$ cat config.mk
export PLATFORM = sky130hd
export DESIGN_NAME = freq_div_1p5
export DESIGN_NICKNAME = d
export VERILOG_FILES = /design/src/rtl/freq_div_pkg.sv /design/src/rtl/freq_div_1p5_edge.sv /design/src/rtl/freq_div_1p5.sv
export SDC_FILE = /design/constraint.sdc
export NUM_CORES = 1
export LEC_CHECK = 0
export ABC_AREA = 1
export ABC_CLOCK_PERIOD_IN_PS = 1000
export BUFFER_PORTS_ARGS = -buffer_cell sky130_fd_sc_hd__buf_2
export CAP_MARGIN = 20
export CORE_AREA = 2 2 39 41
export DETAILED_ROUTE_END_ITERATION = 12
export DIE_AREA = 0 0 41 43
export PLACE_DENSITY = 0.34
export SYNTH_ARGS = -nofsm -noshare
export SYNTH_HDL_FRONTEND = slang
export SYNTH_SLANG_ARGS = --single-unit
$ cat constraint.sdc
create_clock -name clk -period 1 [get_ports clk]
set_clock_uncertainty 0.15 [all_clocks]
set_input_delay 0.05 -clock clk [delete_from_list [all_inputs] [get_ports clk]]
set_output_delay 0.05 -clock clk [all_outputs]
set_load 0.005 [all_outputs]
$ cat src/rtl/freq_div_pkg.sv
// Shared phase encoding and step function for the divide-by-1.5 clock generator.
// Latency: n/a (types and functions only).
// Backpressure: n/a.
package freq_div_pkg;

    localparam int DIV_CYCLES = 3;

    typedef enum logic [1:0] {
        PH_A    = 2'd0,
        PH_B    = 2'd1,
        PH_IDLE = 2'd2
    } phase_t;

    // Phase sequence wraps after DIV_CYCLES steps and never reaches encoding 3.
    function automatic phase_t next_phase(input phase_t ph);
        if (int'(ph) >= DIV_CYCLES - 1) begin
            return PH_A;
        end
        return phase_t'(ph + 2'd1);
    endfunction

endpackage

$ cat src/rtl/freq_div_1p5_edge.sv
// Single-bit flag register with synchronous reset, clocked on the selected edge of clk.
// Latency: one edge of the selected polarity.
// Backpressure: none; captures d on every selected edge.
module freq_div_edge_flag
    import freq_div_pkg::*;
#(
    parameter bit NEG_EDGE = 1'b0
) (
    input  logic clk,
    input  logic rst,
    input  logic d,
    output logic q
);

    generate
        if (NEG_EDGE) begin : g_neg
            always_ff @(negedge clk) begin
                if (rst) begin
                    q <= 1'b0;
                end else begin
                    q <= d;
                end
            end
        end else begin : g_pos
            always_ff @(posedge clk) begin
                if (rst) begin
                    q <= 1'b0;
                end else begin
                    q <= d;
                end
            end
        end
    endgenerate

endmodule

$ cat src/rtl/freq_div_1p5.sv
// Divide-by-1.5 clock generator, 33% duty, built from posedge/negedge flags; FREQ_DIV_LOCK_EN adds 'locked'.
// Latency: first out rise on the first rising clk with rst sampled low.
// Backpressure: none; free-running once out of reset.
module freq_div_1p5
    import freq_div_pkg::*;
(
    input  logic clk,
    input  logic rst,
`ifdef FREQ_DIV_LOCK_EN
    output logic locked,
`endif
    output logic out
);

    phase_t ph;
    phase_t ph_next;

    logic pos0;
    logic pos1;
    logic neg0;
    logic neg1;
    logic pos0_d;
    logic pos1_d;

    always_ff @(posedge clk) begin
        ph <= ph_next;
    end

    always_comb begin
        ph_next = PH_IDLE;
        pos0_d  = 1'b0;
        pos1_d  = 1'b0;
        if (!rst) begin
            ph_next = next_phase(ph);
        end
        pos0_d = (ph_next == PH_A);
        pos1_d = (ph_next == PH_B);
    end

    freq_div_edge_flag #(.NEG_EDGE(1'b0)) u_pos0 (
        .clk (clk),
        .rst (rst),
        .d   (pos0_d),
        .q   (pos0)
    );

    freq_div_edge_flag #(.NEG_EDGE(1'b0)) u_pos1 (
        .clk (clk),
        .rst (rst),
        .d   (pos1_d),
        .q   (pos1)
    );

    // Negedge copies delay each posedge flag by half a period to shape the pulse.
    freq_div_edge_flag #(.NEG_EDGE(1'b1)) u_neg0 (
        .clk (clk),
        .rst (rst),
        .d   (pos0),
        .q   (neg0)
    );

    freq_div_edge_flag #(.NEG_EDGE(1'b1)) u_neg1 (
        .clk (clk),
        .rst (rst),
        .d   (pos1),
        .q   (neg1)
    );

    // Each term changes only through one flag at a time, so no overlap glitches.
    assign out = (pos0 & ~neg0) | (pos1 & neg1);

`ifdef FREQ_DIV_LOCK_EN
    logic wrap_seen;
    logic wrap;

    assign wrap = (ph == PH_IDLE) && (ph_next == PH_A);

    always_ff @(posedge clk) begin
        if (rst) begin
            wrap_seen <= 1'b0;
            locked    <= 1'b0;
        end else if (wrap) begin
            wrap_seen <= 1'b1;
            if (wrap_seen) begin
                locked <= 1'b1;
            end
        end
    end
`endif

endmodule

* Word level (Yosys, flattened, before mapping)
Index checks and enable logic that the tools add are counted.
** Storage, ports and cells
- Word-level logic and storage cells :: 18
- Output and inout port bits :: 1
- Input port bits :: 2
- Flip-flop bits (word level) :: 6
** Cells by class
- $lt $le $gt $ge :: 1
- Bitwise gates (word level) :: 4
- Mux-type cells :: 5
- $add $sub $neg :: 1
- Reduce and logical (&&, ||, !) cells :: 1
- Equal/unequal tests :: 1
** Operator list (count)
- 2-to-1 mux 2 bit :: 3
- adder 2 x 1 -> 2 bit, second input constant :: 1
- AND 1 bit :: 2
- equality test 2 x 1 -> 1 bit, second input constant :: 1
- greater-or-equal comparator 2 bit, second input constant :: 1
- zero test 2 bit :: 1
- 2-to-1 mux 1 bit :: 2
- NOT 1 bit :: 1
- bitwise OR 1 bit :: 1

* Longest topological paths before layout
- Depth in word-level cells :: 6
- Gate-level depth with buffers :: 3
- Gate-level depth less buffers :: 3

* Modules after synthesis
From an unflattened synthesis, not the netlist that was laid out.
** Unflattened totals
- Cell total of the unflattened synthesis :: 28
- Area total of the unflattened synthesis :: 215.2 sq um
** By module, submodules not included
- freq_div_1p5 :: instances 1, cells each 14, area each 87.6 sq um
- freq_div_edge_flag at u_neg0 ... :: instances 2, cells each 4, area each 33.8 sq um
- freq_div_edge_flag at u_pos0 ... :: instances 2, cells each 3, area each 30.0 sq um

==> summary.md <==
| Metric | Value |
|---|---|
| Worst voltage drop across the vdd grid | `722 µV` |
| Slew at the pin with the worst max-slew slack | `0.0945 ns` |
| Hold Worst Slack | `-0.00278 ns` |
| R2R depth | `2` |
| Synthesis Warnings | `0` |
| Largest fanout on the critical path | `1` |
| Count of input and output buffers | `2` |
| DIE WIDTH | `41 µm` |
| Final net count | `35` |
| First-pass GRT wire length | `627 µm` |
| Kind of start point of the critical path | `flip-flop` |
| CP Class | `flip-flop to primary output` |
| Sw Share | `0.243` |
| Post-synth cell types | `6` |
| Core area | `1380 µm²` |
| Hold/Removal Path Class | `input port to flip-flop` |
| Internal reg-to-reg setup slack | `-0.10 ns` |
| Mean routed wirelength per cell | `7.79 µm` |
| Flops & latches, synth | `6` |
| Outcome | `finished with violations` |
| Overall routed net length | `374 µm` |
| CTS H-Tree Depth | `1` |
| Detailed Place HPWL | `229 µm` |
| Crit end category | `primary output` |
| Cell-internal power | `0.435 mW` |
| Die Y-Extent | `43 µm` |
| TritonCTS Sinks | `6` |
| Cell depth of the worst min-delay path | `4` |
| Number of buffers created by CTS | `3` |
| Worst Path Required | `0.80 ns` |
| Count of antenna diodes in the layout | `0` |
| Post-synth design cell area | `186 µm²` |
| Number of buffers added for setup after CTS | `0` |
| Clock share of power | `0.482` |
| Initial DRT Pass Iterations | `4` |
| Hold Path Origin | `rst` |
| Worst Setup Slack, final | `-0.553 ns` |
| Power density over the cells | `2110 nW/µm²` |
| Slew Limit Headroom | `0.937` |
| Share of the yosys chip area belonging to registers | `0.644` |
| Cell row count | `14` |
| Aggregate global-route resource usage | `0.0653` |
| Number of antenna violations at the first check in global routing | `0` |
| Worst-case hold path end point | `ph[1]` |
| Mean instance size in the synthesized netlist | `8.11 µm²` |
| Share of layout cells above drive strength 1 | `0.500` |
| Clock transition at the registers of the reported paths | `0.05 ns` |
| CP arrival | `1.35 ns` |
| Per-cell via count in the routed design | `3.38` |
| Violated checks | `hold timing, setup timing` |
| Initial detailed-routing violation count | `1` |
| Clock insertion delay at the later pin of the skew report | `0.24 ns` |
| Switching power | `0.139 mW` |
| Initial cell density of the core | `0.135` |
| Max-cap violations | `0` |
| Final weighted congestion in routability-driven placement | `0.615` |
| Sequential group share of total power | `0.458` |
| Static leakage | `0.137 nW` |
| Syn Inst Count | `23` |
| Number of global-route vias before repair | `175` |
| CTS root buffer | `clkbuf_4` |
| RSZ-0062 raised after global routing | `yes` |
| TritonCTS clock tree | `built` |
| Total number of vias | `162` |
| Maximum number of pins on one net before global-route repair | `5` |
| Total instance count after detailed placement | `42` |
| Comb pwr share | `0.060` |
| Number of setup violations in the final report | `3` |
| Area growth from synthesis to layout | `46.3%` |
| Worst r2r dst | `u_neg0.q` |
| Number of standard cells in the layout, taps in and fillers out | `48` |
| Syn nets | `25` |
| GR Overflow Total | `0` |
| Number of max-slew violations in the final report | `0` |
| Pwr Total | `0.574 mW` |
| Longest Clk Path Bufs | `2` |
| Number of I/O pins | `3` |
| Final Hold Vio Count | `1` |
| Launching point of the worst reg2reg path | `u_pos0.q` |
| DRC errors left | `0` |
| Die area | `1760 µm²` |
| DRT antenna net count | `0` |
cells in the final DEF (no fill, tap or decap), drive strengths merged:
master / count
nor2: 5
buf: 3
inv: 7
nand2: 6
dfxtp: 6
dlygate4sd3: 1
clkbuf: 4
power groups by stage:
stage / clock [mW] / sequential [mW] / combinational (mW)
finish: 0.277 / 0.263 / 0.0346
global route: 0.314 / 0.264 / 0.0402
CTS: 0.286 / 0.262 / 0.0325
detailed placement: 0.0188 / 0.264 / 0.0291
global placement: 0.0188 / 0.264 / 0.0266
floorplan: 0.0188 / 0.263 / 0.0163
cell usage after synthesis:
cell type / n / area (µm²)
dfxtp_1: 6 / 120
inv_1: 4 / 15.0
inv_2: 2 / 7.51
nand2_1: 5 / 18.8
nand2_2: 1 / 6.26
nor2_1: 5 / 18.8
state kept, by name, indices dropped and copies added (netlist names):
signal,flops
ph,2
u_neg0.q,1
u_neg1.q,1
u_pos0.q,1
u_pos1.q,1
worst max-delay path: stages, from the launching register on:
cell	delay (ns)
dfxtp_2	0.31
inv_2	0.03
nand2_2	0.04
nand2_1	0.05
buf_2	0.12
per-stage QoR:
| step | hold slack [ns] | TNS [ns] | setup WS [ns] | utilization | instance area [µm²] |
|---|---|---|---|---|---|
| floorplan | -0.0276 | -0.328 | -0.111 | - | 186 |
| global placement | 0.195 | -0.449 | -0.209 | 0.162 | 224 |
| detailed placement | 0.205 | -0.529 | -0.248 | 0.162 | 224 |
| CTS | 0.282 | -0.810 | -0.569 | 0.193 | 268 |
| global route | 0.00810 | -0.892 | -0.621 | 0.197 | 273 |
| finish | -0.00278 | -0.754 | -0.553 | 0.197 | 273 |
cell families after synthesis:
kind of cell | count (synthesis) | synth area share
buffers and inverters | 6 | 0.121
flip-flops | 6 | 0.644
AND/OR/NAND/NOR | 11 | 0.235
what timing repair did:
item	in CTS	in global routing
hold buffers	1	1
pin swaps	0	1
setup endpoints to repair	3	6
hold endpoints to repair	2	1
resized for setup	5	2
layout make-up:
cell class | instances | area, µm²
Clock buffer | 4 | 26.3
Sequential cell | 6 | 124
Fill cell | 156 | 1110
Clock inverter | 2 | 7.51
Inverter | 5 | 18.8
Multi-Input combinational cell | 11 | 48.8
Tap cell | 16 | 20.0
Timing Repair Buffer | 4 | 27.5
worst max path at each step:
| stage | startpoint | endpoint | slack [ns] | cells past startpoint |
|---|---|---|---|---|
| detailed placement | u_neg0.q | out | -0.25 | 4 |
| floorplan | u_pos1.q | u_neg1.q | -0.11 | 2 |
| global route | u_neg0.q | out | -0.62 | 4 |
| finish | u_neg0.q | out | -0.55 | 4 |
| global placement | u_neg0.q | out | -0.21 | 4 |
| CTS | u_neg0.q | out | -0.57 | 4 |
routing by layer:
metal,GRT usage,share of wire,up-vias
met2,0.0875,0.49,5
met1,0.0419,0.40,74
met3,0.0942,0.088,2
li1,-,-,81
met4,0.0400,0.016,0
met5,0,0,-
No activity file was read; power rests on OpenSTA's default activity.
